## src/rtl/uart_pkg.sv

```systemverilog
// Shared definitions for the memory-mapped UART transmitter: register map,
// STATUS bit positions and the transmit FSM encoding.
package uart_pkg;

  localparam logic [3:0] UART_TXDATA = 4'h0;
  localparam logic [3:0] UART_STATUS = 4'h4;
  localparam logic [3:0] UART_DIV    = 4'h8;

  localparam int ST_FULL  = 0;
  localparam int ST_EMPTY = 1;
  localparam int ST_BUSY  = 2;
  localparam int ST_OVF   = 3;

  typedef enum logic [1:0] {
    S_IDLE,
    S_START,
    S_DATA,
    S_STOP
  } tx_state_e;

endpackage

```

## src/rtl/uart_tx_if.sv

```systemverilog
// CPU data-bus port of the UART: byte-offset address, write data/strobes,
// and combinational read data.
interface uart_tx_if;
  logic [3:0]  data_addr;
  logic [31:0] data_wdata;
  logic [3:0]  data_wenable;
  logic [31:0] data_rdata;

  modport master (output data_addr, data_wdata, data_wenable, input data_rdata);
  modport slave  (input data_addr, data_wdata, data_wenable, output data_rdata);
endinterface

```

## src/rtl/uart_tx_sync_fifo.sv

```systemverilog
// Synchronous first-word-fallthrough FIFO; the caller only pushes when legal.
module sync_fifo #(
  parameter int WIDTH = 8,
  parameter int DEPTH = 8
) (
  input  logic             clk,
  input  logic             rst,
  input  logic             push,
  input  logic             pop,
  input  logic [WIDTH-1:0] wdata,
  output logic [WIDTH-1:0] rdata,
  output logic             full,
  output logic             empty
);
  localparam int AW = $clog2(DEPTH);

  logic [AW:0]      wptr_q, rptr_q;
  logic [WIDTH-1:0] mem_q [DEPTH];

  // One extra pointer bit separates full from empty when the indices match.
  assign empty = (wptr_q == rptr_q);
  assign full  = (wptr_q[AW] != rptr_q[AW]) && (wptr_q[AW-1:0] == rptr_q[AW-1:0]);
  assign rdata = mem_q[rptr_q[AW-1:0]];

  always_ff @(posedge clk) begin
    if (push) mem_q[wptr_q[AW-1:0]] <= wdata;
  end

  always_ff @(posedge clk or posedge rst) begin
    if (rst) begin
      wptr_q <= '0;
      rptr_q <= '0;
    end else begin
      if (push) wptr_q <= wptr_q + 1'b1;
      if (pop)  rptr_q <= rptr_q + 1'b1;
    end
  end
endmodule

```

## src/rtl/uart_tx.sv

```systemverilog
// Memory-mapped 8N1 UART transmitter: register decode, DIV/OVF registers,
// TX FIFO and the bit-timing FSM that drives the serial line.
module uart_tx
  import uart_pkg::*;
#(
  parameter int FIFO_DEPTH = 8,
  parameter int DIV_WIDTH  = 16,
  parameter int DIV_RESET  = 434
) (
  input  logic      clk,
  input  logic      rst,
  uart_tx_if.slave  bus,
  output logic      tx,
  output logic      irq
);
  localparam logic [DIV_WIDTH-1:0] ONE = DIV_WIDTH'(1);

  tx_state_e            state_q;
  logic                 tx_q;
  logic [DIV_WIDTH-1:0] div_q, div_d, div_eff;
  logic [DIV_WIDTH-1:0] dlat_q, cnt_q;
  logic [2:0]           bit_q;
  logic [7:0]           sh_q;
  logic                 ovf_q, ovf_d;

  logic       push_req, push, pop, full, empty;
  logic [7:0] fifo_rdata;
  logic       div_wr, ovf_clr, busy;
  logic       unused_bits;

  assign unused_bits = ^{bus.data_wdata[31:16], bus.data_wenable[3:2]};

  assign push_req = bus.data_wenable[0] && (bus.data_addr == UART_TXDATA);
  assign div_wr   = (bus.data_addr == UART_DIV);
  assign ovf_clr  = bus.data_wenable[0] && (bus.data_addr == UART_STATUS) && bus.data_wdata[ST_OVF];
  assign busy     = (state_q != S_IDLE);
  assign div_eff  = (div_q == '0) ? ONE : div_q;

  // Pops only come from a registered non-empty, so a push into an empty
  // FIFO can never be popped in the same cycle.
  assign pop  = !empty && ((state_q == S_IDLE) || (state_q == S_STOP && cnt_q == '0));
  assign push = push_req && (!full || pop);

  sync_fifo #(.WIDTH(8), .DEPTH(FIFO_DEPTH)) u_fifo (
    .clk   (clk),
    .rst   (rst),
    .push  (push),
    .pop   (pop),
    .wdata (bus.data_wdata[7:0]),
    .rdata (fifo_rdata),
    .full  (full),
    .empty (empty)
  );

  always_comb begin
    div_d = div_q;
    if (div_wr) begin
      for (int i = 0; i < DIV_WIDTH && i < 16; i++)
        if (bus.data_wenable[i>>3]) div_d[i] = bus.data_wdata[i];
    end
  end

  always_comb begin
    ovf_d = ovf_q;
    if (push_req && !push) ovf_d = 1'b1;
    else if (ovf_clr)      ovf_d = 1'b0;
  end

  always_comb begin
    bus.data_rdata = '0;
    case (bus.data_addr)
      UART_STATUS: begin
        bus.data_rdata[ST_FULL]  = full;
        bus.data_rdata[ST_EMPTY] = empty;
        bus.data_rdata[ST_BUSY]  = busy;
        bus.data_rdata[ST_OVF]   = ovf_q;
      end
      UART_DIV: bus.data_rdata = 32'(div_q);
      default:  bus.data_rdata = '0;
    endcase
  end

  always_ff @(posedge clk or posedge rst) begin
    if (rst) begin
      div_q <= DIV_WIDTH'(DIV_RESET);
      ovf_q <= 1'b0;
    end else begin
      div_q <= div_d;
      ovf_q <= ovf_d;
    end
  end

  // cnt_q counts down the cycles left in the current bit; dlat_q holds the
  // divisor captured at frame start so DIV writes only affect later frames.
  always_ff @(posedge clk or posedge rst) begin
    if (rst) begin
      state_q <= S_IDLE;
      tx_q    <= 1'b1;
      cnt_q   <= '0;
      dlat_q  <= ONE;
      bit_q   <= '0;
      sh_q    <= '0;
    end else begin
      case (state_q)
        S_IDLE: begin
          if (!empty) begin
            state_q <= S_START;
            tx_q    <= 1'b0;
            sh_q    <= fifo_rdata;
            dlat_q  <= div_eff;
            cnt_q   <= div_eff - ONE;
          end
        end
        S_START: begin
          if (cnt_q == '0) begin
            state_q <= S_DATA;
            tx_q    <= sh_q[0];
            sh_q    <= {1'b0, sh_q[7:1]};
            bit_q   <= '0;
            cnt_q   <= dlat_q - ONE;
          end else cnt_q <= cnt_q - ONE;
        end
        S_DATA: begin
          if (cnt_q == '0) begin
            cnt_q <= dlat_q - ONE;
            if (bit_q == 3'd7) begin
              state_q <= S_STOP;
              tx_q    <= 1'b1;
            end else begin
              tx_q  <= sh_q[0];
              sh_q  <= {1'b0, sh_q[7:1]};
              bit_q <= bit_q + 3'd1;
            end
          end else cnt_q <= cnt_q - ONE;
        end
        S_STOP: begin
          if (cnt_q == '0) begin
            if (!empty) begin
              state_q <= S_START;
              tx_q    <= 1'b0;
              sh_q    <= fifo_rdata;
              dlat_q  <= div_eff;
              cnt_q   <= div_eff - ONE;
            end else state_q <= S_IDLE;
          end else cnt_q <= cnt_q - ONE;
        end
        default: state_q <= S_IDLE;
      endcase
    end
  end

  assign tx  = tx_q;
  assign irq = empty && (state_q == S_IDLE);
endmodule

```

## src/flat_wrapper.sv

```systemverilog
// flat-port wrapper written by rule: the top's interface ports become plain ports
module uart_tx_flat import uart_pkg::*;
#(
  parameter int FIFO_DEPTH = 8,
  parameter int DIV_WIDTH  = 16,
  parameter int DIV_RESET  = 434
)
  (clk, rst, tx, irq, bus_data_addr, bus_data_wdata, bus_data_wenable, bus_data_rdata);
  uart_tx_if bus_i ();
  input  logic clk;
  input  logic rst;
  output logic tx;
  output logic irq;
  input wire logic [$bits(bus_i.data_addr)-1:0] bus_data_addr;
  input wire logic [$bits(bus_i.data_wdata)-1:0] bus_data_wdata;
  input wire logic [$bits(bus_i.data_wenable)-1:0] bus_data_wenable;
  output wire logic [$bits(bus_i.data_rdata)-1:0] bus_data_rdata;
  assign bus_i.data_addr = bus_data_addr;
  assign bus_i.data_wdata = bus_data_wdata;
  assign bus_i.data_wenable = bus_data_wenable;
  assign bus_data_rdata = bus_i.data_rdata;
  uart_tx #(.FIFO_DEPTH(FIFO_DEPTH), .DIV_WIDTH(DIV_WIDTH), .DIV_RESET(DIV_RESET)) u_core (.clk(clk), .rst(rst), .bus(bus_i), .tx(tx), .irq(irq));
endmodule
```

## config.mk

```make
export PLATFORM = sky130hd
export DESIGN_NAME = uart_tx_flat
export DESIGN_NICKNAME = d
export VERILOG_FILES = /design/src/rtl/uart_pkg.sv /design/src/rtl/uart_tx_if.sv /design/src/rtl/uart_tx_sync_fifo.sv /design/src/rtl/uart_tx.sv /design/src/flat_wrapper.sv
export SDC_FILE = /design/constraint.sdc
export NUM_CORES = 1
export LEC_CHECK = 0
export CORE_MARGIN = 2
export CORE_UTILIZATION = 55
export DETAILED_ROUTE_END_ITERATION = 10
export HOLD_SLACK_MARGIN = 0.12
export PLACE_DENSITY = 0.83
export SYNTH_ARGS = -nofsm -noshare
export SYNTH_HDL_FRONTEND = slang
export SYNTH_SLANG_ARGS = --single-unit
```

## constraint.sdc

```tcl
create_clock -name clk -period 4.7 [get_ports clk]
set_input_delay 0.94 -clock clk [delete_from_list [all_inputs] [get_ports clk]]
set_output_delay 0.94 -clock clk [all_outputs]
set_load 0.005 [all_outputs]
```

==> results_tabular.tex <==
\begin{tabular}{lr}
\hline
Metric & Value \\
\hline
\multicolumn{2}{l}{\textbf{Status}} \\
Result of the run & complete, no violations \\
\multicolumn{2}{l}{\textbf{Synthesis}} \\
Share of synthesized area occupied by flip-flops and latches & 52.3\% \\
Commonest register cell after synthesis & sky130\_fd\_sc\_hd\_\_edfxtp\_1 \\
Netlist cell types & 72 \\
Post-synth EDFFs & 64 \\
Number of warning messages in the yosys log & 0 \\
Total standard cell area after synthesis & 0.00709 mm2 \\
Mapped Cells & 562 \\
Synth async-reset ratio & 52.6\% \\
Post-Synthesis Mean Instance Area & 12.6 um2 \\
Register bit count reported by yosys & 135 \\
\multicolumn{2}{l}{\textbf{Power}} \\
Worst vdd rail ir drop & 0.347 mV \\
Total power of the final layout & 5.40 mW \\
Net Switching & 2.11 mW \\
Power share of the clock group & 24.6\% \\
LEAKAGE & 3.10 nW \\
Comb pwr share & 40.9\% \\
P\_int & 3.29 mW \\
Power density normalized to cell area & 663 mW/mm2 \\
Fraction of power consumed by sequential logic & 34.5\% \\
Net switching share of the total power & 39.1\% \\
\multicolumn{2}{l}{\textbf{Worst hold path}} \\
Worst Hold Class & reg -> reg \\
Count of cells along the worst hold path & 2 \\
\multicolumn{2}{l}{\textbf{Routing}} \\
Met1 WL & 6840 um \\
Met3 wire length & 1480 um \\
Pre-antenna DRT Iters & 7 \\
Routed WL per cell & 22.0 um \\
Max layer used & met4 \\
DRC errors left & 0 \\
Routed wire length & 17300 um \\
Metal2 WL & 8470 um \\
Initial drt markers & 404 \\
Residual antenna-violating net count after detailed routing & 0 \\
Detail-routed via count per cell & 6.41 \\
Vias after detailed routing & 5022 \\
\multicolumn{2}{l}{\textbf{Placed design}} \\
Cell Area, Placed & 0.00756 mm2 \\
Port-buffer cells & 41 \\
Placed wire-length estimate after detailed placement & 10500 um \\
Worst Setup Slack post-DPL & 1.02 ns \\
Placer congestion estimate & 0.868 \\
Cells after DPL & 752 \\
\multicolumn{2}{l}{\textbf{Global routing}} \\
Largest net degree at the start of global routing & 38 \\
Via count of the first global-routing pass & 5028 \\
Global Route Usage Sum & 25.7\% \\
First-pass GRT wire length & 27600 um \\
Gr ovfl total & 0 \\
Initial antenna violation count & 0 \\
\multicolumn{2}{l}{\textbf{STA}} \\
Part of the cycle the worst path needs & 80.8\% \\
Final count of hold timing violations & 0 \\
Fin worst setup slack & 0.902 ns \\
Worst hold slack & 0.480 ns \\
Count of final setup violators & 0 \\
Max Clock Skew & 0.00696 ns \\
Final sum of negative setup slack & 0 ns \\
Count of final max-slew check failures & 0 \\
Post-route minimum period & 3.80 ns \\
Slew at the pin closest to its max-slew limit & 1.06 ns \\
Setup repair after global routing missed its margin & no \\
Highest clock frequency the design can meet & 0.263 GHz \\
Remaining max-slew budget at the tightest pin & 28.9\% \\
\multicolumn{2}{l}{\textbf{Floorplan}} \\
Overall die area & 0.0138 mm2 \\
Die extent in x & 118 um \\
Starting Density & 56.1\% \\
Number of top-level pins & 76 \\
Die extent in y & 118 um \\
Placeable core area & 0.0126 mm2 \\
Number of core rows & 41 \\
\multicolumn{2}{l}{\textbf{Clock tree}} \\
CTS buffer count & 17 \\
Count of instances resized after the clock tree is built & 0 \\
CTS sink count & 135 \\
TritonCTS clock tree & built \\
H-tree level count & 4 \\
Setup Fix Bufs, Post-CTS & 0 \\
Clock Root Buffer & sky130\_fd\_sc\_hd\_\_clkbuf\_16 \\
Deepest clock path buffer count & 2 \\
Hold\_buf cts & 0 \\
Clock insertion delay at the later pin of the skew report & 0.42 ns \\
Register clock-pin slew on the reported worst setup and hold paths & 0.06 ns \\
\multicolumn{2}{l}{\textbf{Cells and area}} \\
Layout cells sized above 1 & 20.4\% \\
Area delta synth->final & 14.9\% \\
Combined flip-flop and latch cell area & 0.00371 mm2 \\
Final design utilization & 64.5\% \\
Number of standard cells in the layout, taps in and fillers out & 784 \\
Final nets & 653 \\
FILL cells & 904 \\
Final instance area & 0.00814 mm2 \\
Number of diodes added for antenna fixing & 0 \\
Multi-input gate area & 0.00311 mm2 \\
\multicolumn{2}{l}{\textbf{Setup path}} \\
Launching instance or port of the critical path & u\_core.u\_fifo.rptr\_q[2] \\
Termination of the worst setup path & bus\_data\_rdata[1] \\
Data arrival time of the critical path & 2.86 ns \\
Data required time of the worst path & 3.76 ns \\
Reg-to-reg slack, setup & 1.37 ns \\
Classification of the worst setup path & reg -> out \\
Reg2reg end & u\_core.cnt\_q[10] \\
Kind of end point of the critical path & primary output \\
Type of element launching the critical path & flip-flop \\
Worst reg2reg startpoint & u\_core.div\_q[8] \\
Worst-path fanout max & 11 \\
Reg2reg path depth & 9 \\
\multicolumn{2}{l}{\textbf{Run}} \\
\# Max-Cap Violations & 0 \\
\hline
\end{tabular}
synth_stat cells (all sizes together) (7+ instances only):
master,number,area share [%]
buf,31,3.0
o21ai,22,1.6
nand3,9,0.64
dfrtp,64,23
nand2,26,1.4
mux2i,10,1.4
mux4,16,5.1
xor2,14,1.7
dfstp,7,2.6
nor2,31,1.7
ha,12,2.1
o22ai,11,0.97
nor3b,7,0.74
mux2,42,7.0
inv,14,0.74
xnor2,22,2.7
nor3,13,0.92
clkbuf,16,0.85
edfxtp,64,27
a21oi,11,0.78
nor4,11,1.7
and2,13,1.1
worst min-delay path by stage:
stage | from | end | slack (ns)
5_1_grt | u_core.u_fifo.wptr_q[3] | u_core.u_fifo.wptr_q[3] | 0.51
4_1_cts | u_core.tx | u_core.tx | 0.48
3_3_place_gp | u_core.tx | u_core.tx | 0.47
2_1_floorplan | u_core.u_fifo.rptr_q[3] | u_core.u_fifo.rptr_q[3] | 0.46
6_report | u_core.tx | u_core.tx | 0.48
3_5_place_dp | u_core.tx | u_core.tx | 0.48
layout make-up:
class	instances	area share, %
Clock inverter	15	1.92
Multi-Input combinational cell	381	38.2
Timing Repair Buffer	50	5.87
Inverter	14	0.645
Tap cell	172	2.64
Sequential cell	135	45.5
Clock buffer	17	5.22
worst max-delay path: stages, from the launching register on:
cell and delay (ns):
sky130_fd_sc_hd__dfrtp_1 0.80, sky130_fd_sc_hd__xnor2_1 0.25, sky130_fd_sc_hd__and4_1 0.60, sky130_fd_sc_hd__a22oi_1 0.15
sky130_fd_sc_hd__nor2_1 0.13, sky130_fd_sc_hd__clkdlybuf4s50_1 0.51
flip-flops by register name, indices dropped and copies added (netlist names), 2 cells and up:
register,count
u_core.u_fifo.rptr_q,4
u_core.div_q,16
u_core.u_fifo.mem_q,64
u_core.cnt_q,16
u_core.sh_q,8
u_core.state_q,2
u_core.bit_q,3
u_core.dlat_q,16
u_core.u_fifo.wptr_q,4
power groups by stage:
stage	Sequential (mW)	Clock, mW	Combinational, mW
global placement	1.83	0	2.03
finish	1.86	1.33	2.21
floorplan	1.71	0	1.82
CTS	1.84	1.33	2.18
global route	1.89	1.37	2.38
detailed placement	1.85	0	2.11
layout by cell type (no fill, tap or decap), types with 14 or more instances in the layout:
cell type | Yosys | routed
sky130_fd_sc_hd__edfxtp_1 | 64 | 64
sky130_fd_sc_hd__nand2_1 | 26 | 26
sky130_fd_sc_hd__mux4_2 | 16 | 16
sky130_fd_sc_hd__xor2_1 | 14 | 14
sky130_fd_sc_hd__o21ai_0 | 22 | 22
sky130_fd_sc_hd__dfrtp_1 | 64 | 64
sky130_fd_sc_hd__conb_1 | 1 | 16
sky130_fd_sc_hd__clkdlybuf4s50_1 | 0 | 41
sky130_fd_sc_hd__nor2_1 | 30 | 30
sky130_fd_sc_hd__mux2_2 | 36 | 36
sky130_fd_sc_hd__clkbuf_16 | 0 | 17
sky130_fd_sc_hd__xnor2_1 | 22 | 22
cell families (layout without fill, tap and decap cells):
kind of cell | Yosys count | in the layout | share of synthesized area (%)
fa+ha+maj | 12 | 12 | 2.12
mux | 68 | 68 | 13.5
xor+xnor | 36 | 36 | 4.45
flops | 135 | 135 | 52.3
compound gates | 97 | 97 | 9.69
simple gates | 152 | 152 | 13.3
other cells | 1 | 16 | 0.0529
buf+inv | 61 | 96 | 4.61
routing by layer:
layer / vias to the layer above / global-route usage [%]
met5: - / 0
met4: 0 / 10.0
met3: 46 / 6.64
met2: 294 / 42.0
met1: 2516 / 33.1
li1: 2166 / -
(Power assumes the default switching activity.)
